--- config.mk ---
export PLATFORM = sky130hd
export DESIGN_NAME = cacheline_burst_adaptor_flat
export DESIGN_NICKNAME = d
export VERILOG_FILES = /design/src/rtl/cacheline_adaptor_pkg.sv /design/src/rtl/cacheline_burst_adaptor_if.sv /design/src/rtl/line_beat_buffer.sv /design/src/rtl/cacheline_burst_adaptor.sv /design/src/flat_wrapper.sv
export SDC_FILE = /design/constraint.sdc
export NUM_CORES = 2
export LEC_CHECK = 0
export CORE_ASPECT_RATIO = 0.9
export CORE_UTILIZATION = 30
export CTS_BUF_LIST = sky130_fd_sc_hd__clkbuf_2
export CTS_CLUSTER_SIZE = 8
export DETAILED_ROUTE_END_ITERATION = 6
export PLACE_DENSITY = 0.55
export SYNTH_ARGS = -nofsm -noshare
export SYNTH_HDL_FRONTEND = slang
export SYNTH_SLANG_ARGS = --single-unit
--- constraint.sdc ---
create_clock -name clk -period 24.6 [get_ports clk]
set_input_delay 3.69 -clock clk [delete_from_list [all_inputs] [get_ports clk]]
set_output_delay 3.69 -clock clk [all_outputs]
set_load 0.03 [all_outputs]
--- src/rtl/cacheline_adaptor_pkg.sv ---
// Shared types and sizing helpers for the cache-line to memory-burst adaptor.
package cacheline_adaptor_pkg;

  typedef enum logic [1:0] {
    IDLE  = 2'd0,
    READ  = 2'd1,
    WRITE = 2'd2,
    DONE  = 2'd3
  } adaptor_state_e;

  function automatic int unsigned bursts_of(input int unsigned line_w, input int unsigned burst_w);
    return line_w / burst_w;
  endfunction

  function automatic int unsigned ofs_w_of(input int unsigned line_w);
    return $clog2(line_w / 8);
  endfunction

  // Beat counter width, kept at least one bit for single-beat configurations.
  function automatic int unsigned beat_w_of(input int unsigned bursts);
    return (bursts > 1) ? $clog2(bursts) : 1;
  endfunction

endpackage

--- src/rtl/cacheline_burst_adaptor_if.sv ---
// Cache-line request side plus burst memory bus; master is the adaptor, slave is cache + memory.
interface cacheline_burst_adaptor_if #(
  parameter int unsigned LINE_W  = 256,
  parameter int unsigned BURST_W = 64,
  parameter int unsigned ADDR_W  = 32
);
  logic [ADDR_W-1:0]  line_addr_i;
  logic               line_read_i;
  logic               line_write_i;
  logic [LINE_W-1:0]  line_i;
  logic [LINE_W-1:0]  line_o;
  logic               line_resp_o;
  logic [ADDR_W-1:0]  pmem_addr_o;
  logic               pmem_read_o;
  logic               pmem_write_o;
  logic [BURST_W-1:0] pmem_wdata_o;
  logic [BURST_W-1:0] pmem_rdata_i;
  logic               pmem_resp_i;

  modport master (
    input  line_addr_i, line_read_i, line_write_i, line_i,
    output line_o, line_resp_o,
    output pmem_addr_o, pmem_read_o, pmem_write_o, pmem_wdata_o,
    input  pmem_rdata_i, pmem_resp_i
  );

  modport slave (
    output line_addr_i, line_read_i, line_write_i, line_i,
    input  line_o, line_resp_o,
    input  pmem_addr_o, pmem_read_o, pmem_write_o, pmem_wdata_o,
    output pmem_rdata_i, pmem_resp_i
  );
endinterface

--- src/rtl/line_beat_buffer.sv ---
// Line-wide staging register: beat-indexed fill for reads, parallel load for writes,
// beat-indexed mux out for feeding write beats.
module line_beat_buffer #(
  parameter int unsigned LINE_W  = 256,
  parameter int unsigned BURST_W = 64,
  parameter int unsigned BEAT_W  = 2
) (
  input  logic               clk,
  input  logic               rst,
  input  logic               load,
  input  logic [LINE_W-1:0]  load_data,
  input  logic               wr_en,
  input  logic [BEAT_W-1:0]  wr_beat,
  input  logic [BURST_W-1:0] wr_data,
  input  logic [BEAT_W-1:0]  rd_beat,
  output logic [LINE_W-1:0]  line_q,
  output logic [BURST_W-1:0] rd_data_c
);

  always_ff @(posedge clk or posedge rst) begin
    if (rst) begin
      line_q <= '0;
    end else if (load) begin
      line_q <= load_data;
    end else if (wr_en) begin
      line_q[wr_beat*BURST_W +: BURST_W] <= wr_data;
    end
  end

  assign rd_data_c = line_q[rd_beat*BURST_W +: BURST_W];

endmodule

--- src/rtl/cacheline_burst_adaptor.sv ---
// Converts one line-wide cache request into BURSTS memory-bus beats.
// Optional perf counters are built only when CACHELINE_ADAPTOR_PERF_EN is defined.
module cacheline_burst_adaptor
  import cacheline_adaptor_pkg::*;
#(
  parameter int unsigned LINE_W  = 256,
  parameter int unsigned BURST_W = 64,
  parameter int unsigned ADDR_W  = 32
) (
  input  logic        clk,
  input  logic        rst,
  cacheline_burst_adaptor_if.master bus,
  output logic [31:0] perf_reads_o,
  output logic [31:0] perf_writes_o,
  output logic [31:0] perf_stall_o
);

  localparam int unsigned BURSTS = bursts_of(LINE_W, BURST_W);
  localparam int unsigned OFS_W  = ofs_w_of(LINE_W);
  localparam int unsigned BEAT_W = beat_w_of(BURSTS);
  localparam logic [BEAT_W-1:0] LAST_BEAT = BEAT_W'(BURSTS - 1);

  adaptor_state_e     state_q, state_d;
  logic [BEAT_W-1:0]  beat_q, beat_d;
  logic [ADDR_W-1:0]  addr_d;
  logic               load_c, fill_c, last_beat_c;
  logic [LINE_W-1:0]  buf_line;
  logic [BURST_W-1:0] buf_beat_c;
  logic [LINE_W-1:0]  read_line_c;
  logic               unused_ofs;

  assign unused_ofs  = ^bus.line_addr_i[OFS_W-1:0];
  assign last_beat_c = (beat_q == LAST_BEAT);

  line_beat_buffer #(
    .LINE_W  (LINE_W),
    .BURST_W (BURST_W),
    .BEAT_W  (BEAT_W)
  ) u_buf (
    .clk       (clk),
    .rst       (rst),
    .load      (load_c),
    .load_data (bus.line_i),
    .wr_en     (fill_c),
    .wr_beat   (beat_q),
    .wr_data   (bus.pmem_rdata_i),
    .rd_beat   (beat_d),
    .line_q    (buf_line),
    .rd_data_c (buf_beat_c)
  );

  // Next state, beat and address; request inputs only matter in IDLE.
  always_comb begin
    state_d = state_q;
    beat_d  = beat_q;
    addr_d  = bus.pmem_addr_o;
    load_c  = 1'b0;
    fill_c  = 1'b0;
    case (state_q)
      IDLE: begin
        if (bus.line_write_i) begin
          state_d = WRITE;
          addr_d  = {bus.line_addr_i[ADDR_W-1:OFS_W], OFS_W'(0)};
          load_c  = 1'b1;
        end else if (bus.line_read_i) begin
          state_d = READ;
          addr_d  = {bus.line_addr_i[ADDR_W-1:OFS_W], OFS_W'(0)};
        end
      end
      READ: begin
        if (bus.pmem_resp_i) begin
          fill_c = 1'b1;
          if (last_beat_c) state_d = DONE;
          else             beat_d  = beat_q + BEAT_W'(1);
        end
      end
      WRITE: begin
        if (bus.pmem_resp_i) begin
          if (last_beat_c) state_d = DONE;
          else             beat_d  = beat_q + BEAT_W'(1);
        end
      end
      DONE: begin
        beat_d  = '0;
        state_d = IDLE;
      end
      default: state_d = IDLE;
    endcase
  end

  // Full line as it stands once the final read beat lands.
  always_comb begin
    read_line_c = buf_line;
    read_line_c[beat_q*BURST_W +: BURST_W] = bus.pmem_rdata_i;
  end

  always_ff @(posedge clk or posedge rst) begin
    if (rst) begin
      state_q          <= IDLE;
      beat_q           <= '0;
      bus.pmem_addr_o  <= '0;
      bus.pmem_read_o  <= 1'b0;
      bus.pmem_write_o <= 1'b0;
      bus.pmem_wdata_o <= '0;
      bus.line_resp_o  <= 1'b0;
      bus.line_o       <= '0;
    end else begin
      state_q          <= state_d;
      beat_q           <= beat_d;
      bus.pmem_addr_o  <= addr_d;
      bus.pmem_read_o  <= (state_d == READ);
      bus.pmem_write_o <= (state_d == WRITE);
      bus.line_resp_o  <= (state_d == DONE);
      // Buffer is loaded on this same edge, so the first write beat comes straight from line_i.
      if (state_d != WRITE) bus.pmem_wdata_o <= '0;
      else if (load_c)      bus.pmem_wdata_o <= bus.line_i[BURST_W-1:0];
      else                  bus.pmem_wdata_o <= buf_beat_c;
      if (state_q == READ && bus.pmem_resp_i && last_beat_c) bus.line_o <= read_line_c;
    end
  end

`ifdef CACHELINE_ADAPTOR_PERF_EN
  localparam logic [31:0] SAT = 32'hFFFF_FFFF;

  always_ff @(posedge clk or posedge rst) begin
    if (rst) begin
      perf_reads_o  <= '0;
      perf_writes_o <= '0;
      perf_stall_o  <= '0;
    end else begin
      if (state_q == READ && state_d == DONE && perf_reads_o != SAT)
        perf_reads_o <= perf_reads_o + 32'd1;
      if (state_q == WRITE && state_d == DONE && perf_writes_o != SAT)
        perf_writes_o <= perf_writes_o + 32'd1;
      if ((state_q == READ || state_q == WRITE) && perf_stall_o != SAT)
        perf_stall_o <= perf_stall_o + 32'd1;
    end
  end
`else
  assign perf_reads_o  = '0;
  assign perf_writes_o = '0;
  assign perf_stall_o  = '0;
`endif

endmodule

--- src/flat_wrapper.sv ---
// flat-port wrapper written by rule: the top's interface ports become plain ports
module cacheline_burst_adaptor_flat import cacheline_adaptor_pkg::*;
#(
  parameter int unsigned LINE_W  = 256,
  parameter int unsigned BURST_W = 64,
  parameter int unsigned ADDR_W  = 32
)
  (clk, rst, perf_reads_o, perf_writes_o, perf_stall_o, bus_line_addr_i, bus_line_read_i, bus_line_write_i, bus_line_i, bus_line_o, bus_line_resp_o, bus_pmem_addr_o, bus_pmem_read_o, bus_pmem_write_o, bus_pmem_wdata_o, bus_pmem_rdata_i, bus_pmem_resp_i);
  cacheline_burst_adaptor_if #(.LINE_W(LINE_W), .BURST_W(BURST_W), .ADDR_W(ADDR_W)) bus_i ();
  input  logic clk;
  input  logic rst;
  output logic [31:0] perf_reads_o;
  output logic [31:0] perf_writes_o;
  output logic [31:0] perf_stall_o;
  input wire logic [$bits(bus_i.line_addr_i)-1:0] bus_line_addr_i;
  input wire logic [$bits(bus_i.line_read_i)-1:0] bus_line_read_i;
  input wire logic [$bits(bus_i.line_write_i)-1:0] bus_line_write_i;
  input wire logic [$bits(bus_i.line_i)-1:0] bus_line_i;
  output wire logic [$bits(bus_i.line_o)-1:0] bus_line_o;
  output wire logic [$bits(bus_i.line_resp_o)-1:0] bus_line_resp_o;
  output wire logic [$bits(bus_i.pmem_addr_o)-1:0] bus_pmem_addr_o;
  output wire logic [$bits(bus_i.pmem_read_o)-1:0] bus_pmem_read_o;
  output wire logic [$bits(bus_i.pmem_write_o)-1:0] bus_pmem_write_o;
  output wire logic [$bits(bus_i.pmem_wdata_o)-1:0] bus_pmem_wdata_o;
  input wire logic [$bits(bus_i.pmem_rdata_i)-1:0] bus_pmem_rdata_i;
  input wire logic [$bits(bus_i.pmem_resp_i)-1:0] bus_pmem_resp_i;
  assign bus_i.line_addr_i = bus_line_addr_i;
  assign bus_i.line_read_i = bus_line_read_i;
  assign bus_i.line_write_i = bus_line_write_i;
  assign bus_i.line_i = bus_line_i;
  assign bus_line_o = bus_i.line_o;
  assign bus_line_resp_o = bus_i.line_resp_o;
  assign bus_pmem_addr_o = bus_i.pmem_addr_o;
  assign bus_pmem_read_o = bus_i.pmem_read_o;
  assign bus_pmem_write_o = bus_i.pmem_write_o;
  assign bus_pmem_wdata_o = bus_i.pmem_wdata_o;
  assign bus_i.pmem_rdata_i = bus_pmem_rdata_i;
  assign bus_i.pmem_resp_i = bus_pmem_resp_i;
  cacheline_burst_adaptor #(.LINE_W(LINE_W), .BURST_W(BURST_W), .ADDR_W(ADDR_W)) u_core (.clk(clk), .rst(rst), .bus(bus_i), .perf_reads_o(perf_reads_o), .perf_writes_o(perf_writes_o), .perf_stall_o(perf_stall_o));
endmodule
# --- After elaboration in Yosys (flattened, before gate mapping) ---
# Cells that the tools add are included.
classes:
  add_sub_neg: 2
  n_eq_ne: 8
  shift: 3
  muxes: 19
  reduce_logical: 7
ops:
  columns: ["operator", "n"]
  rows:
  - ["256-bit two-way mux", 2]
  - ["256-bit bitwise mux", 1]
  - ["64-bit by 34-bit variable shift with 256-bit output, first input constant", 1]
  - ["256-bit by 9-bit variable part select with 64-bit output", 1]
  - ["64-bit by 34-bit variable part select with 256-bit output", 1]
  - ["64-bit two-way mux", 2]
  - ["32-bit two-way mux", 2]
  - ["8-bit negator with 34-bit output", 1]
  - ["2-bit two-way mux", 6]
  - ["2-bit equality test, second input constant", 5]
  - ["2-bit one-hot mux with 3 select lines", 1]
  - ["2-bit by 1-bit equality test with 1-bit output, second input constant", 2]
  - ["1-bit two-way mux", 4]
  - ["2-bit one-hot mux with 2 select lines", 1]
  - ["2-bit nonzero test", 2]
  - ["2-bit by 1-bit adder with 2-bit output, second input constant", 1]
  - ["1-bit logical AND", 2]
  - ["2-bit zero test", 1]
  - ["2-bit != test, second input constant", 1]
  - ["2-bit AND reduction", 1]
  - ["2-bit OR reduction", 1]
word_totals:
  register_bits: 615
  output_inout_bits: 451

# --- Longest topological paths before layout ---
depth:
  depth_word: 7
  ltp_mapped: 10

# --- By module ---
# A second synthesis with hierarchy kept.
unflattened:
  cells_unflattened: 2609
  area_unflattened_um2: 29923.7
modules_own_cells:
  columns: ["mod", "n_inst", "cells_per_inst", "area_each_um2"]
  rows:
  - ["cacheline_burst_adaptor", 1, 1663, 17279.1]
  - ["line_beat_buffer", 1, 946, 12644.6]

# --- Least setup slack after synthesis ---
# Ideal clock, no wire load.
synth_timing:
  path_type: "input to register"
  start: "input port bus_pmem_resp_i"
  end: "register u_core.bus.pmem_wdata_o[14]"
  setup_time_ps: 122
  arrival_time_ps: 5005
  t_required_ps: 24478
  path_slack_ps: 19473
  stages: 7
  path_buffers: 3
  path_cell_list: "buf_4 > nand3b_1 > nand3_1 > buf_2 > buf_4 > mux2_1 > o2111a_1"
synth_via:
  elab_chain_len: 5
synth_rtl:
  columns: ["element", "line", "source"]
  rows:
  - ["start, declared", "flat_wrapper.sv:26", "input wire logic [$bits(bus_i.pmem_resp_i)-1:0] bus_pmem_resp_i;"]
  - ["2-bit two-way mux", "cacheline_burst_adaptor.sv:71", "if (bus.pmem_resp_i) begin"]
  - ["2-bit one-hot mux with 2 select lines", "cacheline_burst_adaptor.sv:59", "case (state_q)"]
  - ["256-bit by 9-bit variable part select with 64-bit output", "line_beat_buffer.sv:30", "assign rd_data_c = line_q[rd_beat*BURST_W +: BURST_W];"]
  - ["64-bit two-way mux", "cacheline_burst_adaptor.sv:116", "else if (load_c) bus.pmem_wdata_o <= bus.line_i[BURST_W-1:0];"]
  - ["64-bit two-way mux *", "cacheline_burst_adaptor.sv:115", "if (state_d != WRITE) bus.pmem_wdata_o <= '0;"]
  - ["end signal, assigned", "cacheline_burst_adaptor.sv:116", null]
  - ["end signal, assigned", "cacheline_burst_adaptor.sv:117", "else bus.pmem_wdata_o <= buf_beat_c;"]
  - ["end, declared", "cacheline_burst_adaptor_if.sv:23", "output pmem_addr_o, pmem_read_o, pmem_write_o, pmem_wdata_o,"]
# Mark *: on every way between the ends. The rest lies on a longest branch, timed or not.
# A chain may end at the register's enable or synchronous reset.

# --- Worst setup path after layout ---
layout_timing:
  start: "input port bus_line_write_i"
  end: "register u_core.u_buf.line_q[47]"
layout_via:
  elab_chain_len: 3
layout_rtl:
  columns: ["element", "line", "source"]
  rows:
  - ["start, declared", "flat_wrapper.sv:17", "input wire logic [$bits(bus_i.line_write_i)-1:0] bus_line_write_i;"]
  - ["1-bit two-way mux *", "cacheline_burst_adaptor.sv:61", "if (bus.line_write_i) begin"]
  - ["1-bit two-way mux *", "cacheline_burst_adaptor.sv:59", null]
  - ["256-bit two-way mux or 2-bit nonzero test (tied branches)", null, null]
  - ["end signal, assigned", "line_beat_buffer.sv:24", "line_q <= load_data;"]
  - ["end signal, assigned by index", "line_beat_buffer.sv:26", "line_q[wr_beat*BURST_W +: BURST_W] <= wr_data;"]
  - ["end, declared", "line_beat_buffer.sv:16", "output logic [LINE_W-1:0] line_q,"]
# Marks and branches as above.

==> impl_metrics.env <==
export IMPL_outcome="completed"
export IMPL_crit_type="in2reg"
export IMPL_hold_class="reg2reg"
export IMPL_synth_flop_cell="dfrtp_1"
export IMPL_placed_cells=5016
export IMPL_ant_nets=0
export IMPL_io_buffer_count=701
export IMPL_worstHoldStart="u_core.bus.line_o[200]"
export IMPL_netlist_area_mm2=0.03108
export IMPL_worstMarginPinSlew_ns=1.263
export IMPL_start_util_pct=30.41
export IMPL_cts_buffer_depth=3
export IMPL_grt_pass1_wl_mm=193.0
export IMPL_core_area_mm2=0.1022
export IMPL_ys_seq_area_share_pct=49.11
export IMPL_layout_drive_gt1_share_pct=14.01
export IMPL_wl_mm=133.3
export IMPL_yosys_cell_types_count=44
export IMPL_wl_per_cell_um=25.10
export IMPL_r2r_end="u_core.u_buf.line_q[47]"
export IMPL_max_freq_ghz=0.1525
export IMPL_first_iter_violations=2183
export IMPL_p_leak_nw=16.84
export IMPL_slew_violations=0
export IMPL_clkTransAtPathRegs_ns=0.10
export IMPL_cts_sinks=610
export IMPL_area_delta_synth_final_pct=28.44
export IMPL_cts_tree="yes"
export IMPL_die_w_um=341.3
export IMPL_crit_path_end_kind="flip-flop"
export IMPL_antenna_found_initial=13
export IMPL_stdcell_count=5310
export IMPL_drc=0
export IMPL_final_cell_area_mm2=0.03993
export IMPL_slowest_stage="buf_4"
export IMPL_power_internal_w=0.002846
export IMPL_clk_latency_ns=1.52
export IMPL_final_core_util_pct=39.06
export IMPL_whs_path_depth=2
export IMPL_num_io_pins=808
export IMPL_reg2reg_depth=8
export IMPL_hold_viol=0
export IMPL_cts_resized=0
export IMPL_power_density_mw_per_mm2=132.0
export IMPL_required_ns=25.97
export IMPL_holdPathEnd="u_core.bus.line_o[200]"
export IMPL_seqPwrFrac_pct=33.0
export IMPL_routed_via_density=5.271
export IMPL_max_stage_delay_ns=0.82
export IMPL_finalCriticalPeriod_ns=6.557
export IMPL_cap_violations=0
export IMPL_path_cells="clkdlybuf4s50_1 -> nand2_4 -> buf_4 -> buf_4 -> buf_4 -> or2_2 -> a21boi_1"
export IMPL_grt_pass1_vias=28013
export IMPL_rsz0062_at_grt="false"
export IMPL_synth_seq_cells=610
export IMPL_fin_crit_sh_pct=26.66
export IMPL_async_flop_share_pct=100.0
export IMPL_numCtsBuffers=169
export IMPL_clockPowerShare_pct=14.4
export IMPL_power_total_w=0.005270
export IMPL_cts_setup_buffers=0
export IMPL_r2r_slack_ns=20.04
export IMPL_switchingPower_w=0.002425
export IMPL_worstPathArrival_ns=7.93
export IMPL_cts_hold_buf=0
export IMPL_crit_fanout=81
export IMPL_num_nets_final=4198
export IMPL_overflow=0
export IMPL_fillers=10519
export IMPL_relSlewSlack_pct=15.81
export IMPL_crit_family="buffers and inverters"
export IMPL_startpoint_type="primary input"
export IMPL_crit_buf_inv=4
export IMPL_avgSynthCellArea_um2=9.509
export IMPL_place_area_mm2=0.03845
export IMPL_comb_power_share_pct=52.7
export IMPL_p_sw_share_pct=46.01
export IMPL_cts_root_buffer="clkbuf_2"
export IMPL_setup_viol=0
export IMPL_synth_edf_count=0
export IMPL_die_height_um=307.4
export IMPL_firstDrtPassIters=5
export IMPL_netlist_instances=3269
export IMPL_dp_final_hpwl_mm=84.01
export IMPL_grt_max_degree=213
export IMPL_h_tree_depth=4
export IMPL_grt_use_total_pct=24.79
export IMPL_fin_worst_skew_ns=0.1016
export IMPL_num_vias=27991
export IMPL_gp_congestion=0.8141
export IMPL_tns_ns=0
export IMPL_vdd_drop_max_mv=0.06412
export IMPL_die_area_mm2=0.1049
export IMPL_worstReg2RegStart="u_core.state_q[0]"
export IMPL_rows=111
export IMPL_yosysWarningCount=0
export IMPL_crit_top_cell="buf_4"
## power by group through the flow
stage	Sequential [W]	Combinational, W	Clock [W]
finish	0.00174	0.00278	0.000758
global route	0.00179	0.00298	0.000831
CTS	0.00173	0.00279	0.000781
detailed placement	0.00175	0.00278	0
global placement	0.00174	0.00276	0
floorplan	0.00210	0.00133	0
## worst register-to-register path, delay by kind of cell, from the launching register on
family                     cells  cell delay, ns
and+or+nand+nor                2            0.96
buffers and inverters          4            2.63
DFF                            1            0.46
adders and majority gates      1            0.26
AOI/OAI and AO/OA              1            0.15
## Yosys cell counts (2+ instances only)
cell type  count  area share, %
and2_1         2          0.040
buf_2         64            1.0
ha_1          10           0.40
mux2_2        28            1.0
or2_2         64            1.3
nor2b_1      260            5.2
a21oi_2       60            1.7
a21boi_0       4          0.097
nand2b_1       3          0.060
and4bb_1       2          0.080
nand2_1      261            3.2
o21ai_1       72            1.2
buf_1         23           0.28
clkbuf_2      57           0.92
nor2_1       194            2.3
dfrtp_1      610             49
nor4_1        64            1.3
nand3_1        6          0.097
clkbuf_1     192            2.3
a21oi_1      388            6.2
a31oi_1       64            1.3
a22oi_2       60            2.4
buf_6          6           0.22
o2111a_1      64            2.3
nand3b_1       2          0.048
a22oi_1      196            4.7
inv_1          6          0.072
nand4bb_1      2          0.072
a21boi_1      60            1.4
buf_4        116            2.8
mux2_1        64            2.3
o21ai_0      253            4.1
## logic make-up (layout without fill, tap and decap cells)
| logic type | Yosys count | in the layout | share of synthesized area, % |
|---|---|---|---|
| other | 1 | 109 | 0.01206 |
| adder cells (fa/ha/maj) | 10 | 10 | 0.4025 |
| AND/OR/NAND/NOR | 869 | 869 | 13.99 |
| multiplexers | 92 | 92 | 3.333 |
| flip-flops | 610 | 610 | 49.11 |
| buffers and inverters | 464 | 1041 | 7.636 |
| AO/OA/AOI/OAI | 1223 | 1223 | 25.52 |
## registers in the layout (all words and copies together) (netlist names)
name / cells
u_core.bus.pmem_wdata_o: 64
u_core.bus.line_resp_o: 1
u_core.bus.line_o: 256
u_core.beat_q: 2
u_core.bus.pmem_write_o: 1
u_core.bus.pmem_addr_o: 27
u_core.state_q: 2
u_core.u_buf.line_q: 256
u_core.bus.pmem_read_o: 1
## per-layer routing
layer	routed length [um]	up-vias	global-route usage [%]	part of all wire (%)
li1	-	12570	-	-
met1	57770	13856	32.98	43
met2	61330	1324	39.12	46
met3	11100	231	6.778	8.3
met4	3040	10	7.310	2.3
met5	65	-	0	0.049
## through the flow
stage | setup slack, ns | hold slack (ns)
2_1_floorplan | 3.832 | 0.5540
3_3_place_gp | 16.60 | 0.4626
5_1_grt | 17.99 | 0.5101
6_report | 18.04 | 0.4846
4_1_cts | 18.03 | 0.4875
3_5_place_dp | 16.63 | 0.4694
## worst max path at each step
| stage | start | to | cells after the start |
|---|---|---|---|
| 2_1_floorplan | rst | u_core.beat_q[0] | 1 |
| 3_3_place_gp | bus_line_write_i | u_core.bus.pmem_wdata_o[44] | 7 |
| 3_5_place_dp | bus_line_write_i | u_core.bus.pmem_wdata_o[44] | 7 |
| 4_1_cts | u_core.bus.line_o[26] | bus_line_o[26] | 1 |
| 5_1_grt | bus_line_write_i | u_core.u_buf.line_q[50] | 7 |
| 6_report | bus_line_write_i | u_core.u_buf.line_q[47] | 7 |
## cell usage in the layout, fill, tap and decap left out, types with 5 or more instances in the layout
cell / synthesis / final
diode_2: 0 / 8
ha_1: 10 / 6
clkbuf_2: 57 / 249
inv_1: 6 / 5
mux2_1: 64 / 64
clkinv_1: 0 / 23
a22oi_2: 60 / 60
a31oi_1: 64 / 64
nand3_4: 0 / 5
inv_2: 0 / 6
a21oi_2: 60 / 60
or2_2: 64 / 64
conb_1: 1 / 101
a21boi_1: 60 / 60
nor4_1: 64 / 64
o21ai_1: 72 / 71
a21oi_1: 388 / 388
nor2_1: 194 / 194
nor2b_1: 260 / 258
a22oi_1: 196 / 196
dfrtp_1: 610 / 610
o21ai_0: 253 / 253
o2111a_1: 64 / 64
buf_4: 116 / 46
nand2_1: 261 / 257
mux2_2: 28 / 28
clkdlybuf4s50_1: 0 / 701
## layout make-up
cell class / count / area [um2] / share of cell area [%]
antenna: 8 / 20.02 / 0.05014
clock buffer: 249 / 1246 / 3.121
clock inverter: 37 / 212.7 / 0.5327
inverter: 6 / 30.03 / 0.07521
multi-input combinational: 2295 / 14050 / 35.20
sequential: 610 / 15260 / 38.23
tap: 1356 / 1697 / 4.249
timing repair buffer: 749 / 7402 / 18.54
Power figures use the tool's default switching activity.
